===== src/rtl/control_sequencer.sv =====
// Hardwired control sequencer: fetch T0-T2, decode in T3, execute T4..BR6.
// Strobes are decoded from the state register; T3 also decodes the opcode.
module control_sequencer (
    input  logic        clk,
    input  logic        clr,
    input  logic [31:0] ir,
    input  logic        con_ff,
    input  logic        stop,
    output logic        PCout,
    output logic        Zlowout,
    output logic        MDRout,
    output logic        Cout,
    output logic        MARIn,
    output logic        PCIn,
    output logic        MDRIn,
    output logic        IRIn,
    output logic        YIn,
    output logic        ZIn,
    output logic        CONIn,
    output logic        IncPC,
    output logic        read,
    output logic        add,
    output logic        subtract,
    output logic        Gra,
    output logic        Grb,
    output logic        Grc,
    output logic        RIn,
    output logic        Rout,
    output logic        run,
    output logic        illegal_op
);

    typedef enum logic [3:0] {
        S_IDLE,
        S_T0,
        S_T1,
        S_T2,
        S_T3,
        S_T4,
        S_T5,
        S_BR6,
        S_HALT
    } state_t;

    typedef enum logic [2:0] {
        OP_ADD,
        OP_SUB,
        OP_ADDI,
        OP_JR,
        OP_BR,
        OP_NOP,
        OP_HALT,
        OP_ILL
    } op_t;

    localparam logic [4:0] OPC_ADD  = 5'b00011;
    localparam logic [4:0] OPC_SUB  = 5'b00100;
    localparam logic [4:0] OPC_ADDI = 5'b01100;
    localparam logic [4:0] OPC_JR   = 5'b10100;
    localparam logic [4:0] OPC_BR   = 5'b10011;
    localparam logic [4:0] OPC_NOP  = 5'b11010;
    localparam logic [4:0] OPC_HALT = 5'b11011;

    state_t state_q, state_d;
    op_t    op_q, op_d;
    op_t    op_dec;
    state_t eoi_state;

    logic [4:0] opcode;
    logic       unused_ir;

    assign opcode    = ir[31:27];
    assign unused_ir = ^ir[26:0];

    always_comb begin
        op_dec = OP_ILL;
        unique case (opcode)
            OPC_ADD:  op_dec = OP_ADD;
            OPC_SUB:  op_dec = OP_SUB;
            OPC_ADDI: op_dec = OP_ADDI;
            OPC_JR:   op_dec = OP_JR;
            OPC_BR:   op_dec = OP_BR;
            OPC_NOP:  op_dec = OP_NOP;
            OPC_HALT: op_dec = OP_HALT;
            default:  op_dec = OP_ILL;
        endcase
    end

    // stop is only looked at here, so it is ignored mid-instruction
    assign eoi_state = stop ? S_HALT : S_T0;

    // The opcode class is captured leaving T3 so T4..BR6 need no ir
    assign op_d = (state_q == S_T3) ? op_dec : op_q;

    always_ff @(posedge clk or negedge clr) begin
        if (!clr) begin
            state_q <= S_IDLE;
            op_q    <= OP_NOP;
        end else begin
            state_q <= state_d;
            op_q    <= op_d;
        end
    end

    always_comb begin
        state_d    = state_q;
        PCout      = 1'b0;
        Zlowout    = 1'b0;
        MDRout     = 1'b0;
        Cout       = 1'b0;
        MARIn      = 1'b0;
        PCIn       = 1'b0;
        MDRIn      = 1'b0;
        IRIn       = 1'b0;
        YIn        = 1'b0;
        ZIn        = 1'b0;
        CONIn      = 1'b0;
        IncPC      = 1'b0;
        read       = 1'b0;
        add        = 1'b0;
        subtract   = 1'b0;
        Gra        = 1'b0;
        Grb        = 1'b0;
        Grc        = 1'b0;
        RIn        = 1'b0;
        Rout       = 1'b0;
        run        = 1'b1;
        illegal_op = 1'b0;

        unique case (state_q)
            S_IDLE: begin
                state_d = S_T0;
            end
            S_T0: begin
                PCout   = 1'b1;
                MARIn   = 1'b1;
                IncPC   = 1'b1;
                ZIn     = 1'b1;
                state_d = S_T1;
            end
            S_T1: begin
                Zlowout = 1'b1;
                PCIn    = 1'b1;
                read    = 1'b1;
                MDRIn   = 1'b1;
                state_d = S_T2;
            end
            S_T2: begin
                MDRout  = 1'b1;
                IRIn    = 1'b1;
                state_d = S_T3;
            end
            S_T3: begin
                unique case (op_dec)
                    OP_ADD, OP_SUB, OP_ADDI: begin
                        Grb     = 1'b1;
                        Rout    = 1'b1;
                        YIn     = 1'b1;
                        state_d = S_T4;
                    end
                    OP_JR: begin
                        Gra     = 1'b1;
                        Rout    = 1'b1;
                        PCIn    = 1'b1;
                        state_d = eoi_state;
                    end
                    OP_BR: begin
                        Gra     = 1'b1;
                        Rout    = 1'b1;
                        CONIn   = 1'b1;
                        state_d = S_T4;
                    end
                    OP_HALT: begin
                        state_d = S_HALT;
                    end
                    OP_ILL: begin
                        illegal_op = 1'b1;
                        state_d    = eoi_state;
                    end
                    default: begin
                        state_d = eoi_state;
                    end
                endcase
            end
            S_T4: begin
                state_d = S_T5;
                unique case (op_q)
                    OP_ADD: begin
                        Grc  = 1'b1;
                        Rout = 1'b1;
                        add  = 1'b1;
                        ZIn  = 1'b1;
                    end
                    OP_SUB: begin
                        Grc      = 1'b1;
                        Rout     = 1'b1;
                        subtract = 1'b1;
                        ZIn      = 1'b1;
                    end
                    OP_ADDI: begin
                        Cout = 1'b1;
                        add  = 1'b1;
                        ZIn  = 1'b1;
                    end
                    OP_BR: begin
                        PCout = 1'b1;
                        YIn   = 1'b1;
                    end
                    default: begin
                        state_d = eoi_state;
                    end
                endcase
            end
            S_T5: begin
                state_d = eoi_state;
                unique case (op_q)
                    OP_ADD, OP_SUB, OP_ADDI: begin
                        Zlowout = 1'b1;
                        Gra     = 1'b1;
                        RIn     = 1'b1;
                    end
                    OP_BR: begin
                        Cout    = 1'b1;
                        add     = 1'b1;
                        ZIn     = 1'b1;
                        state_d = S_BR6;
                    end
                    default: begin
                        state_d = eoi_state;
                    end
                endcase
            end
            S_BR6: begin
                // Branch target is loaded only when the condition holds
                Zlowout = 1'b1;
                PCIn    = con_ff;
                state_d = eoi_state;
            end
            S_HALT: begin
                run     = 1'b0;
                state_d = S_HALT;
            end
            default: begin
                state_d = S_IDLE;
            end
        endcase
    end

endmodule


===== config.mk =====
export PLATFORM = sky130hd
export DESIGN_NAME = control_sequencer
export DESIGN_NICKNAME = d
export VERILOG_FILES = /design/src/rtl/control_sequencer.sv
export SDC_FILE = /design/constraint.sdc
export NUM_CORES = 1
export LEC_CHECK = 0
export ABC_AREA = 0
export ABC_CLOCK_PERIOD_IN_PS = 3040
export CORE_AREA = 2 2 50 52
export DETAILED_ROUTE_END_ITERATION = 10
export DIE_AREA = 0 0 52 54
export PLACE_DENSITY = 0.8
export RECOVER_POWER = 25
export SLEW_MARGIN = 30
export SYNTH_ARGS = -nofsm -noshare
export SYNTH_HDL_FRONTEND = slang
export SYNTH_SLANG_ARGS = --single-unit

===== constraint.sdc =====
create_clock -name clk -period 3.04 [get_ports clk]
set_input_delay 0.456 -clock clk [delete_from_list [all_inputs] [get_ports clk]]
set_output_delay 0.456 -clock clk [all_outputs]
set_load 0.02 [all_outputs]

After elaboration in Yosys (flattened, before gate mapping)

Cells that the tools add are included.

Register bits after elaboration: 7
Logic and storage cells: 75
Output and inout bits: 22

Muxes and demuxes: 37
Equal/unequal tests: 24
Reductions and logical operators: 12

Operator list:

| cell                 | number |
|---|---|
| $pmux W4 S9          | 1 |
| $mux W1              | 22 |
| $pmux W3 S7          | 1 |
| $eq A5 B5 Y1 const B | 4 |
| $eq A4 B3 Y1 const B | 4 |
| $pmux W1 S2          | 7 |
| $eq A3 B3 Y1 const B | 4 |
| $mux W4              | 3 |
| $eq A3 B2 Y1 const B | 3 |
| $eq A4 B2 Y1 const B | 2 |
| $pmux W4 S2          | 1 |
| $reduce_or A2 Y1     | 4 |
| $reduce_or A4 Y1     | 2 |
| $eq A3 B1 Y1 const B | 2 |
| $logic_not A3 Y1     | 2 |
| $pmux W1 S3          | 2 |
| $reduce_or A3 Y1     | 2 |
| $eq A5 B2 Y1 const B | 1 |
| $eq A5 B3 Y1 const B | 1 |
| $eq A5 B4 Y1 const B | 1 |
| $reduce_or A5 Y1     | 1 |
| $eq A4 B1 Y1 const B | 1 |
| $eq A4 B4 Y1 const B | 1 |
| $logic_not A4 Y1     | 1 |

Longest topological paths before layout

Word-level depth: 6
Mapped depth: 6

Worst setup path after synthesis

OpenSTA, ideal clock, no wires.

Kind: flip-flop to output port
Start point: register state_q[2]
End point: output port Zlowout
Cell stages (with the launch flop): 4
Required time: 2.584 ns
Data arrival time: 1.869 ns
Slack: 0.715 ns
Cell sequence: dfrtp_1 > clkbuf_1 > inv_1 > a2111oi_0

Longest elaborated chain between the ends: 3
Elaborated cells between the ends (all ways): 5

RTL lines:

| element                                             | RTL line | RTL |
|---|---|---|
| start, declared                                     | 64       | `state_t state_q, state_d;` |
| start signal, assigned                              | 100      | `state_q <= state_d;` |
| $eq A4 B3 Y1 / $eq A4 B2 Y1 (equally long branches) | 130      | `unique case (state_q)` |
| $reduce_or A2 Y1 (no source line)                   | --       |  |
| $pmux W1 S2 *                                       | 130      |  |
| end, declared                                       | 10       | `output logic Zlowout,` |

Mark *: on every way between the ends. The rest lies on a longest branch, timed or not.

Worst setup path in the final report

Start point: input port ir[29]
End point: output port Gra

Longest elaborated chain between the ends: 6
Elaborated cells between the ends (all ways): 13

RTL lines:

| element                                             | RTL line | RTL |
|---|---|---|
| start, declared                                     | 6        | `input logic [31:0] ir,` |
| $eq A5 B5 Y1, or another cell as far along          | 77       | `unique case (opcode)` |
| $pmux W3 S7 *                                       | 77       |  |
| $eq A3 B3 Y1 / $eq A3 B2 Y1 (equally long branches) | 154      | `unique case (op_dec)` |
| $reduce_or A2 Y1 (no source line) *                 | --       |  |
| $mux W1 *                                           | 154      |  |
| $pmux W1 S2 *                                       | 130      |  |
| end, declared                                       | 24       | `output logic Gra,` |

Marked as above.

==> flow_metrics.py <==
metrics = {
    "timing": {
        "setup_viol": 0,
        "clock_skew_ns": 0.000116,
        "layout_min_cycle_time_ns": 2.93,
        "fmax_mhz": 341,
        "rsz0062_at_grt": "false",
        "tightest_slew_ns": 0.432,
        "setup-tns-final_ns": 0,
        "finalHoldViolations": 0,
        "fin_crit_sh": 0.964,
        "drv_slew": 0,
        "relSlewSlack": 0.709,
        "whs_ns": 0.528,
        "worst_slack_ns": 0.110,
    },
    "synth": {
        "ys_seq_area_frac": 0.218,
        "synthArstFlopShare": 1.00,
        "synth_ff_type": "dfrtp_1",
        "synth.top_cell.area_share": 0.153,
        "avgSynthCellArea_sq_um": 7.35,
        "synth.area.top_cells": "dfrtp_1, dfstp_2, nor2_1, o21ai_0, nand2b_1",
        "synthesis.area_sq_um": 816,
        "ys_types": 46,
        "syn_inst": 111,
        "synth_edf_count": 0,
        "yosysWarningCount": 0,
        "ys_ff_latch": 7,
        "yosysTopAreaCell": "dfrtp_1",
        "synth.net_count": 147,
    },
    "placement": {
        "gp_congestion": 0.902,
        "post-place-ws_ns": 0.0276,
        "dp_hpwl_mm": 1.81,
        "dpl_cell_area_sq_um": 1160,
        "place_inst": 169,
        "io_buffers": 30,
    },
    "global_route": {
        "antenna_found_initial": 0,
        "grt_max_degree": 13,
        "grtUsageTotal": 0.184,
        "grt_overflow": 0,
        "grt_pass1_vias": 873,
        "grt_first_pass_wirelength_mm": 3.87,
    },
    "hold_path": {
        "hp-class": "in2async",
    },
    "clock_network": {
        "htreeDepth": 1,
        "cts_tree": "yes",
        "cts_sinks": 7,
        "cts_hold_buf": 0,
        "post_cts_buffers": 0,
        "path_clk_slew_ns": 0.05,
        "clk_latency_ns": 0.25,
        "cts_resized": 0,
        "cts_root_buffer": "clkbuf_4",
        "cts_made_buffers": 3,
        "cts.path.max_buffers": 2,
    },
    "routing": {
        "totalWireLength_mm": 2.32,
        "drcViolationCount": 0,
        "viasPerCell": 5.49,
        "drt_iter0_markers": 36,
        "first_pass_iters": 4,
        "ant_nets": 0,
        "wl_per_cell_microns": 13.4,
        "num_vias": 949,
    },
    "die": {
        "num_io_pins": 58,
        "die_w_microns": 52,
        "start_util": 0.352,
        "core_sq_um": 2320,
        "dieArea_sq_um": 2810,
        "rows": 18,
        "die_h_microns": 54,
    },
    "run": {
        "maxCapViolCount": 0,
    },
    "pwr": {
        "p_leak_nw": 0.465,
        "p_per_area_nw_per_um2": 825,
        "total_power_mw": 0.982,
        "ir_drop_mv": 0.412,
    },
    "finish": {
        "drive_gt1_frac": 0.175,
        "fillers": 223,
        "n_antenna_cell": 0,
        "instances_no_fill": 173,
        "postLayoutCellArea_sq_um": 1190,
        "synthToLayoutAreaGrowth_pct": 45.9,
        "nets": 180,
        "fin_util": 0.513,
    },
    "worst_setup_path": {
        "cp.required_ns": 2.58,
        "path_max_fanout": 4,
        "critPathCaptureType": "output port",
        "critPathKind": "in2out",
        "worstPathArrival_ns": 2.47,
        "start_kind": "primary input",
    },
    "run_status": {
        "outcome": "completed",
    },
}
==> power by group <==
group	internal [mW]	total [mW]	switching, mW
Combinational	0.312	0.693	0.382
Sequential	0.148	0.206	0.0573
Clock	0.0500	0.0828	0.0328
==> kinds of logic after synthesis <==
| group | share of synthesized area |
|---|---|
| flip-flops | 0.218 |
| multiplexers | 0.0123 |
| AND/OR/NAND/NOR | 0.331 |
| adder cells (fa/ha/maj) | 0.0123 |
| AO/OA/AOI/OAI | 0.304 |
| buffers and inverters | 0.123 |
==> worst max-delay path, stage by stage <==
cell	delay [ns]
clkdlybuf4s50_1	0.48
or3b_2	0.52
nor3_2	0.27
or3_1	0.15
clkdlybuf4s50_1	0.59
==> cell usage after synthesis, drive strengths merged, types with 3 or more instances <==
library cell,number
clkbuf,6
nor2b,3
a21oi,6
buf,7
nand2b,5
nor2,12
inv,6
nor3,8
nand2,7
o21ai,9
dfrtp,5
a211oi,4
==> final timing paths <==
check | endpoint | startpoint | cells past startpoint | slack (ns)
setup / recovery | Gra | ir[29] | 5 | 0.11
hold / removal | state_q[3]$_DFF_PN0_ | clr | 1 | 0.53
setup reg to reg | state_q[3]$_DFF_PN0_ | state_q[0]$_DFF_PN0_ | 5 | 1.27
hold reg to reg | op_q[0]$_DFFE_PN1P_ | op_q[0]$_DFFE_PN1P_ | 2 | 0.54
max in group asynchronous | op_q[0]$_DFFE_PN1P_ | clr | 1 | 2.23
min in group clk | op_q[0]$_DFFE_PN1P_ | op_q[0]$_DFFE_PN1P_ | 2 | 0.54
==> layout by cell type, fill, tap and decap left out, types with 2 or more instances in the layout <==
master           instances
clkdlybuf4s50_1         29
nor2_1                  12
buf_4                   11
o21ai_0                  7
nand2_1                  7
inv_1                    6
a21oi_1                  6
nor3_1                   5
nand2b_1                 5
dfrtp_1                  5
nor3_2                   3
nor2b_1                  3
a211oi_1                 3
clkbuf_4                 3
nand3_1                  2
nor4b_1                  2
o21bai_1                 2
o22ai_1                  2
dfstp_2                  2
==> state kept, by name (all words and copies together), names as in the netlist <==
| register | count |
|---|---|
| op_q | 3 |
| state_q | 4 |
==> per-layer routing <==
| metal | global-route usage | vias up | share of wire |
|---|---|---|---|
| met1 | 0.238 | 442 | 0.44 |
| met5 | 0 | - | 0 |
| met3 | 0.0472 | 0 | 0.063 |
| li1 | - | 467 | - |
| met4 | 0.0439 | 0 | 0 |
| met2 | 0.304 | 40 | 0.50 |
==> layout make-up <==
type                    instances  area, sq um  share of cell area
multi-input cells              85          543               0.456
repair buffers                 41          383               0.322
flip-flops and latches          7          178               0.149
well taps                      30         37.5              0.0315
clock buffers                   4         26.3              0.0221
inverters                       6         22.5              0.0189
(Power assumes the default switching activity.)
